--- src/rtl/log_enc_pkg.sv ---
// Shared definitions for the Mitchell log encoder: k-width helper, stage-1 payload, pipeline depth.
package log_enc_pkg;

  localparam int PIPE_DEPTH = 2;

  // Payload fields are sized for the widest supported operand (64 bits); narrower
  // instances zero-extend into it and slice back out.
  localparam int MAX_W   = 64;
  localparam int MAX_K_W = 6;

  function automatic int k_width(input int width);
    return $clog2(width);
  endfunction

  typedef struct packed {
    logic [MAX_W-1:0]   data;
    logic [MAX_K_W-1:0] k;
    logic               zero;
  } s1_payload_t;

endpackage

--- src/rtl/lod_pe.sv ---
// Combinational leading-one detector: position of the highest set bit plus an all-zero flag.
module lod_pe
  import log_enc_pkg::*;
#(
  parameter int WIDTH = 16,
  parameter int K_W   = k_width(WIDTH)
) (
  input  logic [WIDTH-1:0] data,
  output logic [K_W-1:0]   k,
  output logic             zero
);

  // Scanning upward lets the highest set bit overwrite any lower ones.
  always_comb begin
    k    = '0;
    zero = 1'b1;
    for (int i = 0; i < WIDTH; i++) begin
      if (data[i]) begin
        k    = K_W'(i);
        zero = 1'b0;
      end
    end
  end

endmodule

--- src/rtl/mitchell_log_enc.sv ---
// Two-stage Mitchell log encoder: stage 1 finds the leading one, stage 2 left-aligns the
// remaining bits into the fraction. Valid/ready on both sides with full backpressure.
module mitchell_log_enc
  import log_enc_pkg::*;
#(
  parameter int  WIDTH  = 16,
  parameter int  FRAC_W = 8,
  localparam int K_W    = k_width(WIDTH)
) (
  input  logic              clk,
  input  logic              rst,
  input  logic              in_valid,
  output logic              in_ready,
  input  logic [WIDTH-1:0]  in_data,
  output logic              out_valid,
  input  logic              out_ready,
  output logic [K_W-1:0]    out_k,
  output logic [FRAC_W-1:0] out_frac,
  output logic              out_zero
);

  localparam int REM_W = WIDTH - 1;

  logic [K_W-1:0]    lod_k;
  logic              lod_zero;
  s1_payload_t       s1_d;
  s1_payload_t       s1_q;
  logic              s1_valid;
  logic              s2_valid;
  logic              s1_load;
  logic              s2_load;
  logic [WIDTH-1:0]  s1_data;
  logic [K_W-1:0]    s1_k;
  logic [K_W-1:0]    shamt;
  logic [WIDTH-1:0]  shifted;
  logic [REM_W-1:0]  rem;
  logic [FRAC_W-1:0] frac_d;
  logic              unused_bits;

  lod_pe #(
    .WIDTH (WIDTH),
    .K_W   (K_W)
  ) u_lod (
    .data (in_data),
    .k    (lod_k),
    .zero (lod_zero)
  );

  // A stage may load when it is empty or its contents move on this cycle.
  assign s2_load   = !s2_valid || out_ready;
  assign s1_load   = !s1_valid || s2_load;
  assign in_ready  = !rst && s1_load;
  assign out_valid = s2_valid;

  always_comb begin
    s1_d      = '0;
    s1_d.data = MAX_W'(in_data);
    s1_d.k    = MAX_K_W'(lod_k);
    s1_d.zero = lod_zero;
  end

  always_ff @(posedge clk) begin
    if (rst) begin
      s1_valid <= 1'b0;
      s1_q     <= '0;
    end else if (s1_load) begin
      s1_valid <= in_valid;
      if (in_valid) begin
        s1_q <= s1_d;
      end
    end
  end

  // Shifting the leading one up to bit WIDTH-1 and dropping it leaves the
  // fraction bits left-aligned in the lower WIDTH-1 positions.
  assign s1_data = s1_q.data[WIDTH-1:0];
  assign s1_k    = s1_q.k[K_W-1:0];
  assign shamt   = K_W'(WIDTH - 1) - s1_k;
  assign shifted = s1_data << shamt;
  assign rem     = shifted[REM_W-1:0];

  generate
    if (FRAC_W <= REM_W) begin : g_trunc
      assign frac_d = rem[REM_W-1 -: FRAC_W];
    end else begin : g_pad
      assign frac_d = {rem, {(FRAC_W - REM_W){1'b0}}};
    end
  endgenerate

  // Upper payload bits and truncated remainder bits are intentionally dropped.
  assign unused_bits = ^{s1_q, shifted, rem};

  always_ff @(posedge clk) begin
    if (rst) begin
      s2_valid <= 1'b0;
      out_k    <= '0;
      out_frac <= '0;
      out_zero <= 1'b0;
    end else if (s2_load) begin
      s2_valid <= s1_valid;
      if (s1_valid) begin
        out_k    <= s1_k;
        out_frac <= frac_d;
        out_zero <= s1_q.zero;
      end
    end
  end

endmodule

--- config.mk ---
export PLATFORM = sky130hd
export DESIGN_NAME = mitchell_log_enc
export DESIGN_NICKNAME = d
export VERILOG_FILES = /design/src/rtl/log_enc_pkg.sv /design/src/rtl/lod_pe.sv /design/src/rtl/mitchell_log_enc.sv
export SDC_FILE = /design/constraint.sdc
export NUM_CORES = 1
export LEC_CHECK = 0
export CAP_MARGIN = 25
export CORE_MARGIN = 4
export CORE_UTILIZATION = 52
export DETAILED_ROUTE_END_ITERATION = 16
export GPL_TIMING_DRIVEN = 0
export HOLD_SLACK_MARGIN = 0.02
export PLACE_DENSITY = 0.86
export RECOVER_POWER = 50
export SYNTH_ARGS = -nofsm -noshare
export SYNTH_HDL_FRONTEND = slang
export SYNTH_SLANG_ARGS = --single-unit
--- constraint.sdc ---
create_clock -name clk -period 1.8 [get_ports clk]
set_clock_uncertainty 0.1 [all_clocks]
set_input_delay 0.27 -clock clk [delete_from_list [all_inputs] [get_ports clk]]
set_output_delay 0.27 -clock clk [all_outputs]
set_load 0.02 [all_outputs]
==> run metrics, run 1 <==
status completed; largest net degree at the start of global routing 12; number of library cell types mapped by synthesis 39; Crit. End Element flip-flop; most frequent cells in the layout nand2_1, dfxtp_1, a21oi_1, clkdlybuf4s50_1, nor2_1; area post-placement around 2300 µm²; DRT antenna net count 0; wire length of the first global-routing pass 7760 µm; CP Launch Type flip-flop; reg2reg end out_frac[3]$_SDFFE_PP0P_; commonest non-fill, non-tap cell in the layout nand2_1; synthesized flop and latch total 35; Hold WC Path Type in2reg; register area share after synthesis 0.366; Relative slew margins 0.655; dpl hpwl 3560 µm; Rows 21; Hold Startpoint rst; cts hold-fix bufs 0; Fillers 283; Syn Nets 253; Clock transition at path regs approximately 70 ps; Worst EP required about 1900 ps; footprint of the multi-input gates 1140 µm²; Worst Path Arrival 1800 ps; WL/cell 15.2 µm; sequential cell area a little over 700 µm²; ANT cells 0; fin area 2430 µm²; synthesis-to-finish area growth 27.2%; end of the worst hold path out_frac[1]$_SDFFE_PP0P_; max_cap viols 0; Min Hold Slack 343 ps; crit-path max FO 7; post-route setup slack between 60 and 70 ps; die area roughly 4700 µm²; fraction of layout instances using a drive strength above 1 0.161; routed via count 1,861; Pins Over Slew Limit 0; Gate Count Post-Synth 233; drt pass-1 iters 4; Avg Synthesized Cell Area 8.21 µm²; CTS Sinks 35; final WL 4880 µm; Post-route DRC 0; Initial Util 0.556; Die X 68.7 µm; Top FF cell, synth dfxtp_1; overall global routing resource usage 0.226; RSZ-0062 raised after global routing false; root buffer cell clkbuf_8; kind of critical path reg2reg; Post-Syn Area ~1900 µm²; core box area 3440 µm²; final setup vio count 0; Async SR Flop Fraction 0; later-pin clock latency in the skew report 290 ps; Bufs on Longest Clock Path 2; power density over the cells 746 nW/µm²; worst reg-to-reg path cell count 6; Final period util 0.965; Static Leak 0.898 nW; EDFF count, synth 0; min Tclk post-route 1740 ps; worst-margin pin slew 518 ps; Die Y 68.7 µm; Setup WS pre-CTS -255 ps; worst reg2reg startpoint s1_k[0]$_SDFFE_PP0P_; initial antenna violation count 0; Overflow after GRT 0; Detailed Route Iter0 Violations 182; detail-routed via count per cell 5.82; PortBufs 33; flop2flop setup slack between 60 and 70 ps; synth warn 0; peak supply drop 0.422 mV; CTS tree yes; RePlAce Congestion 0.931; worst hold stages 2; H-tree level count 2; I/O Pins 35; vias in the first global route 1,677; Max Clk Rate 576 MHz; Final Hold Fails 0; Final nets 293; CTS buffer count 5
kinds of logic after synthesis:
family	synth area share
flops	0.366
buf+inv	0.0562
mux	0.158
simple gates	0.241
compound gates	0.178
state kept, by name (all words and copies together), names as in the netlist:
name,count
out_frac,8
out_k,4
out_valid,1
out_zero,1
s1_data,15
s1_k,4
s1_q,1
s1_valid,1
critical path: stages (launching register included):
cell      delay (ps)
dfxtp_2          330
buf_6            140
mux4_2           520
nand2_1          100
o21ai_1           80
a221oi_2         260
nor3_1            70
power breakdown:
group | internal, W | switching, W
Sequential | 0.000817 | 0.0000368
Combinational | 0.000191 | 0.000216
Clock | 0.000270 | 0.000284
per-stage QoR:
| step | util | total power (W) | TNS [ps] | cells |
|---|---|---|---|---|
| after CTS | 0.695 | 0.00181 | 0 | 320 |
| after global routing | 0.707 | 0.00188 | 0 | 320 |
| after global placement | 0.668 | 0.00125 | -3520 | 312 |
| after floorplan | - | 0.00111 | 0 | 233 |
| after detailed placement | 0.668 | 0.00126 | -4180 | 312 |
| final | 0.707 | 0.00181 | 0 | 320 |
cell usage after synthesis, drive strengths merged (2+ instances only):
library cell	instances	share of area
a31oi	2	0.0065
a22oi	2	0.0078
buf	9	0.035
mux4	7	0.086
o21ai	5	0.013
nand3b	3	0.012
nand2b	3	0.0098
inv	2	0.0039
a311oi	2	0.012
clkbuf	8	0.016
nor2	21	0.041
and2	2	0.0065
nor4	4	0.013
o31ai	3	0.012
nor3	6	0.016
nor2b	5	0.016
nand2	55	0.11
a211oi	8	0.031
mux2i	7	0.037
dfxtp	35	0.37
nand3	3	0.0078
mux2	6	0.035
a21oi	25	0.065
cell type report:
cell class / count / share of cell area
plain buffers: 16 / 0.0416
well taps: 46 / 0.0237
multi-input cells: 178 / 0.467
flip-flops and latches: 35 / 0.290
clock buffers: 6 / 0.0298
repair buffers: 34 / 0.137
inverters: 3 / 0.00617
clock inverters: 2 / 0.00514
worst max-delay path by stage:
stage | cells past startpoint | to | from | slack [ps]
global placement | 4 | in_ready | rst | -250
finish | 6 | out_frac[3]$_SDFFE_PP0P_ | s1_k[0]$_SDFFE_PP0P_ | 60
global route | 6 | s1_k[1]$_SDFFE_PP0P_ | out_ready | 9
CTS | 5 | in_ready | out_ready | 20
floorplan | 6 | out_frac[3]$_SDFFE_PP0P_ | s1_k[0]$_SDFFE_PP0P_ | 190
detailed placement | 4 | in_ready | rst | -250
repair_timing:
item	CTS	global route
setup buffers	0	1
setup endpoints to repair	3	16
resized for setup	4	19
routing by layer:
layer  wire length (µm)  vias to the layer above  global-route usage  share of wire
met2               2330                       86               0.374           0.48
met1               2050                      845               0.267           0.42
met5                  0                        -                   0              0
met3                340                       19              0.0551          0.070
met4                150                        0               0.124          0.031
li1                   -                      911                   -              -
Power figures use the tool's default switching activity.
==> inputs of run 2 (changes only) <==
--- a/config.mk
+++ b/config.mk
@@ -6,6 +6,7 @@
 export NUM_CORES = 1
 export LEC_CHECK = 0
 export CAP_MARGIN = 25
+export CORE_ASPECT_RATIO = 0.9
 export CORE_MARGIN = 4
 export CORE_UTILIZATION = 52
 export DETAILED_ROUTE_END_ITERATION = 16
@@ -13,6 +14,8 @@
 export HOLD_SLACK_MARGIN = 0.02
 export PLACE_DENSITY = 0.86
 export RECOVER_POWER = 50
+export SETUP_SLACK_MARGIN = 0.2
 export SYNTH_ARGS = -nofsm -noshare
 export SYNTH_HDL_FRONTEND = slang
+export SYNTH_HIERARCHICAL = 1
 export SYNTH_SLANG_ARGS = --single-unit
==> run 2 against run 1 <==
  * First-iteration DRC count shrank 30%
  * Clock power grew 24%
  * Flip-flop and latch count is the same
  * Non-clock buffer count grew 6
  * Cell area grew 7.2%
  * Register-to-register slack is essentially flat
  * Wire length grew 2.3%
  * Highest routed layer unchanged
==> run metrics, run 2 <==
ANT cells 0 (unchanged); CTS Sinks 35 (unchanged); Static Leak 1.01 nW (was 0.898 nW); Fillers 294 (was 283); worst reg-to-reg path cell count 5 (was 6); Die Y 66.8 µm (was 68.7 µm); Post-Syn Area 1990 µm² (was 1910 µm²); RePlAce Congestion 0.919 (was 0.931); Pwr Total 0.00196 W (was 0.00181 W); share of the synthesized area in the top cell type 0.351 (was 0.366); area post-placement 2380 µm² (was 2300 µm²); worst hold stages 3 (was 2); post-route setup slack 72.0 ps (was 62.5 ps); Crit. End Element flip-flop (unchanged); power density over the cells 750 nW/µm² (was 746 nW/µm²); Post-synth top cells nand2_1, dfxtp_1, a21oi_1 (unchanged); post-synth top area cell dfxtp_1 (unchanged); CTS tree yes (unchanged); die area 4890 µm² (was 4710 µm²); detail-routed via count per cell 5.78 (was 5.82); register area share after synthesis 0.351 (was 0.366); I/O Pins 35 (unchanged); Detailed Route Iter0 Violations 127 (was 182); flop2flop setup slack 70 ps (was 60 ps); reg2reg end out_frac[4]$_SDFFE_PP0P_ (was out_frac[3]$_SDFFE_PP0P_); final setup vio count 0 (unchanged); Setup WS pre-CTS -228 ps (was -255 ps); Overflow after GRT 0 (unchanged); Top FF cell, synth dfxtp_1 (unchanged); WL/cell 15.2 µm (about the same); Syn Nets 258 (was 253); Final period util 0.960 (was 0.965); DRT antenna net count 0 (unchanged); Bufs on Longest Clock Path 2 (unchanged); overall global routing resource usage 0.206 (was 0.226); synth warn 6 (was 0); Hold Startpoint in_data[11] (was rst); max_cap viols 0 (unchanged); Final nets 303 (was 293); vias in the first global route 1,771 (was 1,677); most frequent cells in the layout nand2_1, dfxtp_1, a21oi_1, nor2_1, clkdlybuf4s50_1 (was nand2_1, dfxtp_1, a21oi_1, clkdlybuf4s50_1, nor2_1); commonest non-fill, non-tap cell in the layout nand2_1 (unchanged); cts hold-fix bufs 0 (unchanged); Worst Path Arrival 1790 ps (was 1800 ps); Relative slew margins 0.610 (was 0.655); core box area 3700 µm² (was 3440 µm²); max FFs per register 15 (unchanged); EDFF count, synth 0 (unchanged); Min Hold Slack 209 ps (was 343 ps); count leader, synth nand2_1 (unchanged); PortBufs 33 (unchanged); largest net degree at the start of global routing 12 (unchanged); top area cells in the synthesized netlist dfxtp_1, nand2_1, mux4_1 (was dfxtp_1, nand2_1, a21oi_1); fraction of layout instances using a drive strength above 1 0.194 (was 0.161); worst-margin pin slew 585 ps (was 518 ps); Gate Count Post-Synth 238 (was 233); Post-route DRC 0 (unchanged); Die X 73.3 µm (was 68.7 µm); fin area 2610 µm² (was 2430 µm²); synthesis-to-finish area growth 30.8% (was 27.2%); Max Clk Rate 579 MHz (was 576 MHz); CTS buffer count 5 (unchanged); kind of critical path reg2reg (unchanged); peak supply drop 0.355 mV (was 0.422 mV); initial antenna violation count 0 (unchanged); drt pass-1 iters 4 (unchanged); H-tree level count 2 (unchanged); final WL 4990 µm (was 4880 µm); worst reg2reg startpoint s1_k[0]$_SDFFE_PP0P_ (unchanged); wire length of the first global-routing pass 7650 µm (was 7760 µm); later-pin clock latency in the skew report 300 ps (was 290 ps); min Tclk post-route 1730 ps (was 1740 ps); Initial Util 0.538 (was 0.556); crit-path max FO 5 (was 7); status completed (unchanged); Hold WC Path Type in2reg (unchanged); dpl hpwl 3560 µm (about the same); RSZ-0062 raised after global routing true (was false); CP Launch Type flip-flop (unchanged); Avg Synthesized Cell Area 8.38 µm² (was 8.21 µm²); Rows 21 (unchanged); Clock transition at path regs 70 ps (about the same); Pins Over Slew Limit 0 (unchanged); root buffer cell clkbuf_8 (unchanged); number of library cell types mapped by synthesis 41 (was 39); Worst EP required 1860 ps (about the same); Final Hold Fails 0 (unchanged); end of the worst hold path s1_data[11]$_SDFFE_PP0P_ (was out_frac[1]$_SDFFE_PP0P_); synthesized flop and latch total 35 (unchanged); Async SR Flop Fraction 0 (unchanged); routed via count 1,902 (was 1,861)
[run 2: changes by cell type after synthesis, moves of 4 or more]
| cell | before | now |
|---|---|---|
| mux2_2 | 6 | 1 |
| a211oi_1 | 8 | 1 |
| a21oi_1 | 25 | 30 |
| mux4_1 | 2 | 7 |
| nor3_1 | 6 | 2 |
[run 2: layout make-up]
cell class	instances	area (µm²)	share of cell area
buffer	18	109	0.0417
clock inverter	2	37.5	0.0144
timing repair buffer	38	365	0.140
multi-input combinational	182	1250	0.481
sequential	35	704	0.270
tap	46	57.6	0.0221
inverter	3	11.3	0.00432
clock buffer	5	68.8	0.0264
[run 2: critical path: stages (launching register included)]
cell and delay (ps):
dfxtp_4 380, buf_8 130, mux4_2 530, mux2_4 280, nand3_2 70, a31oi_1 100
[run 2: stage by stage]
stage,util,TNS (ps),cells
after floorplan,-,0,238
after global placement,0.642,-2850,317
after global routing,0.704,0,329
after CTS,0.691,0,329
final,0.704,0,329
after detailed placement,0.642,-4290,317
[run 2: routing by layer]
| layer | vias up | GRT usage | share of wire |
|---|---|---|---|
| met2 | 70 | 0.360 | 0.48 |
| met5 | - | 0 | 0 |
| li1 | 940 | - | - |
| met1 | 882 | 0.233 | 0.44 |
| met3 | 10 | 0.0588 | 0.060 |
| met4 | 0 | 0.0829 | 0.018 |
[run 2: logic make-up (layout without fill, tap and decap cells)]
kind of cell / after synthesis / count (layout) / synth area share
compound gates: 56 / 56 / 0.177
mux: 20 / 20 / 0.183
buf+inv: 21 / 66 / 0.0464
flops: 35 / 35 / 0.351
simple gates: 106 / 106 / 0.242
[run 2: worst max path at each step]
stage / start / to / slack, ps / cells after the start
detailed placement: out_ready / s1_k[2]$_SDFFE_PP0P_ / -230 / 6
CTS: s1_k[0]$_SDFFE_PP0P_ / out_frac[4]$_SDFFE_PP0P_ / 110 / 5
finish: s1_k[0]$_SDFFE_PP0P_ / out_frac[4]$_SDFFE_PP0P_ / 70 / 5
global placement: rst / in_ready / -180 / 4
floorplan: s1_k[0]$_SDFFE_PP0P_ / out_frac[4]$_SDFFE_PP0P_ / 160 / 5
global route: out_ready / out_frac[4]$_SDFFE_PP0P_ / 9 / 6
[run 2: report_power, final]
part	leakage [nW]	internal, W	switching (W)
combinational	0.671	0.000205	0.000211
clock	0.0502	0.000404	0.000284
sequential	0.288	0.000815	0.0000367
total	1.01	0.00142	0.000532
[run 2: repair_timing]
| action | in CTS | in global routing |
|---|---|---|
| buffers inserted | 4 | 0 |
| gates resized for setup | 26 | 33 |
| endpoints found under the setup margin | 39 | 37 |
| gates cloned | 1 | 0 |
| pin swaps | 4 | 5 |
==> inputs of run 3 (changes only) <==
--- a/config.mk
+++ b/config.mk
@@ -7,7 +7,7 @@
 export LEC_CHECK = 0
 export CAP_MARGIN = 25
 export CORE_ASPECT_RATIO = 0.9
-export CORE_MARGIN = 4
+export CORE_MARGIN = 3
 export CORE_UTILIZATION = 52
 export DETAILED_ROUTE_END_ITERATION = 16
 export GPL_TIMING_DRIVEN = 0
==> run 3 against run 2 <==
  * Largest cell class unchanged
  * Highest routed layer unchanged
  * Worst hold slack worse by 6.8 ps
  * Setup slack better by 61 ps
  * Register-to-register slack better by 60 ps
  * Utilization up 2.4 points
  * Critical endpoint unchanged
==> run metrics, run 3 (synthesis results as in run 2) <==
end of the worst hold path s1_data[8]$_SDFFE_PP0P_ (was s1_data[11]$_SDFFE_PP0P_); kind of critical path reg2reg (unchanged); RSZ-0062 raised after global routing true (unchanged); Detailed Route Iter0 Violations 136 (was 127); commonest non-fill, non-tap cell in the layout nand2_1 (unchanged); ANT cells 0 (unchanged); Relative slew margins 0.631 (was 0.610); dpl hpwl 3550 µm (was 3560 µm); later-pin clock latency in the skew report 290 ps (was 300 ps); Crit-path slowest cell mux4_2 (unchanged); Worst Path Arrival 1730 ps (was 1790 ps); Final nets 303 (unchanged); I/O Pins 35 (unchanged); vias in the first global route 1,756 (was 1,771); Non-Filler Instances 327 (was 329); max FFs per register 15 (unchanged); Rows 20 (was 21); wire length of the first global-routing pass 8040 µm (was 7650 µm); Pins Over Slew Limit 0 (unchanged); Hold Startpoint in_data[8] (was in_data[11]); overall global routing resource usage 0.219 (was 0.206); CP cell instances buf_12 > mux4_2 > mux2_4 > nand3_2 > a31oi_1 (was buf_8 > mux4_2 > mux2_4 > nand3_2 > a31oi_1); initial antenna violation count 0 (unchanged); worst reg2reg startpoint s1_k[0]$_SDFFE_PP0P_ (unchanged); Die X 71.3 µm (was 73.3 µm); CTS tree yes (unchanged); fraction of layout instances using a drive strength above 1 0.184 (was 0.194); die area 4620 µm² (was 4890 µm²); Post-route DRC 0 (unchanged); Bufs on Longest Clock Path 2 (unchanged); final WL 5010 µm (was 4990 µm); Clock transition at path regs 70 ps (about the same); final setup vio count 0 (unchanged); max incr delay on CP 510 ps (was 530 ps); max_cap viols 0 (unchanged); worst reg-to-reg path cell count 5 (unchanged); crit-path leading delay family multiplexers (unchanged); Hold WC Path Type in2reg (unchanged); Final period util 0.926 (was 0.960); synthesis-to-finish area growth 28.8% (was 30.8%); root buffer cell clkbuf_8 (unchanged); min Tclk post-route 1670 ps (was 1730 ps); worst-margin pin slew 554 ps (was 585 ps); routed via count 1,940 (was 1,902); status completed (unchanged); WL/cell 15.3 µm (was 15.2 µm); Initial Util 0.565 (was 0.538); Final Hold Fails 0 (unchanged); DRT antenna net count 0 (unchanged); cts hold-fix bufs 0 (unchanged); Post-Place Cells 315 (was 317); Pwr Total 0.00183 W (was 0.00196 W); crit-path max FO 5 (unchanged); PortBufs 33 (unchanged); Crit path buffers/inverters 1 (unchanged); worst hold stages 3 (unchanged); Overflow after GRT 0 (unchanged); H-tree level count 2 (unchanged); CTS Sinks 35 (unchanged); flop2flop setup slack 130 ps (was 70 ps); area post-placement 2380 µm² (about the same); core box area 3530 µm² (was 3700 µm²); detail-routed via count per cell 5.93 (was 5.78); Max Clk Rate 600 MHz (was 579 MHz); peak supply drop 0.420 mV (was 0.355 mV); reg2reg end out_frac[4]$_SDFFE_PP0P_ (unchanged); Util after Layout 0.728 (was 0.704); fin area 2570 µm² (was 2610 µm²); power density over the cells 714 nW/µm² (was 750 nW/µm²); Crit. End Element flip-flop (unchanged); CP Launch Type flip-flop (unchanged); most frequent cells in the layout nand2_1, dfxtp_1, a21oi_1, nor2_1, clkdlybuf4s50_1 (unchanged); CTS buffer count 5 (unchanged); setup TNS 0 ps (unchanged); Die Y 64.8 µm (was 66.8 µm); largest net degree at the start of global routing 11 (was 12); Static Leak 0.986 nW (was 1.01 nW); drt pass-1 iters 4 (unchanged); RePlAce Congestion 0.941 (was 0.919); Worst EP required 1870 ps (was 1860 ps)
run 3: worst max-delay path by stage:
stage                               from                  endpoint  slack (ps)  depth (start not counted)
floorplan           s1_k[0]$_SDFFE_PP0P_  out_frac[4]$_SDFFE_PP0P_         160                          5
global placement                     rst                  in_ready        -190                          4
detailed placement             out_ready   s1_data[2]$_SDFFE_PP0P_        -230                          6
CTS                 s1_k[0]$_SDFFE_PP0P_  out_frac[4]$_SDFFE_PP0P_         140                          5
global route                   out_ready   s1_data[9]$_SDFFE_PP0P_          40                          6
finish              s1_k[0]$_SDFFE_PP0P_  out_frac[4]$_SDFFE_PP0P_         130                          5
run 3: per-layer routing:
layer	GRT usage	up-vias	part of all wire
met4	0.0751	0	0.018
met2	0.366	71	0.48
met1	0.274	920	0.44
met5	0	-	0
met3	0.0543	8	0.064
li1	-	941	-
run 3: layout make-up:
type                       instances  area (µm²)
clock inverter                     1        5.00
timing repair buffer              38         334
sequential                        35         704
multi-input combinational        182        1260
clock buffer                       6        82.6
fill                             271         960
tap                               44        55.1
inverter                           3        11.3
buffer                            18         116
run 3: stage by stage:
step	hold slack, ps	setup slack [ps]
4_1_cts	266	141
2_1_floorplan	287	162
3_3_place_gp	344	-190
5_1_grt	222	37.3
6_report	202	133
3_5_place_dp	347	-230
run 3: worst register-to-register path: stages (launching register included):
cell and delay (ps):
dfxtp_4 390, buf_12 130, mux4_2 510, mux2_4 280
nand3_2 70, a31oi_1 60
run 3: power by group:
group	internal, W	total [W]	switching, W
registers	0.000815	0.000851	0.0000361
clock network	0.000300	0.000569	0.000270
logic	0.000201	0.000414	0.000213
run 3: what timing repair did:
item	4_1_cts	5_1_grt
endpoints found under the hold margin	0	0
buffers inserted	3	1
cloned	0	1
pin swaps	3	10
endpoints found under the setup margin	34	38
resized for setup	25	36
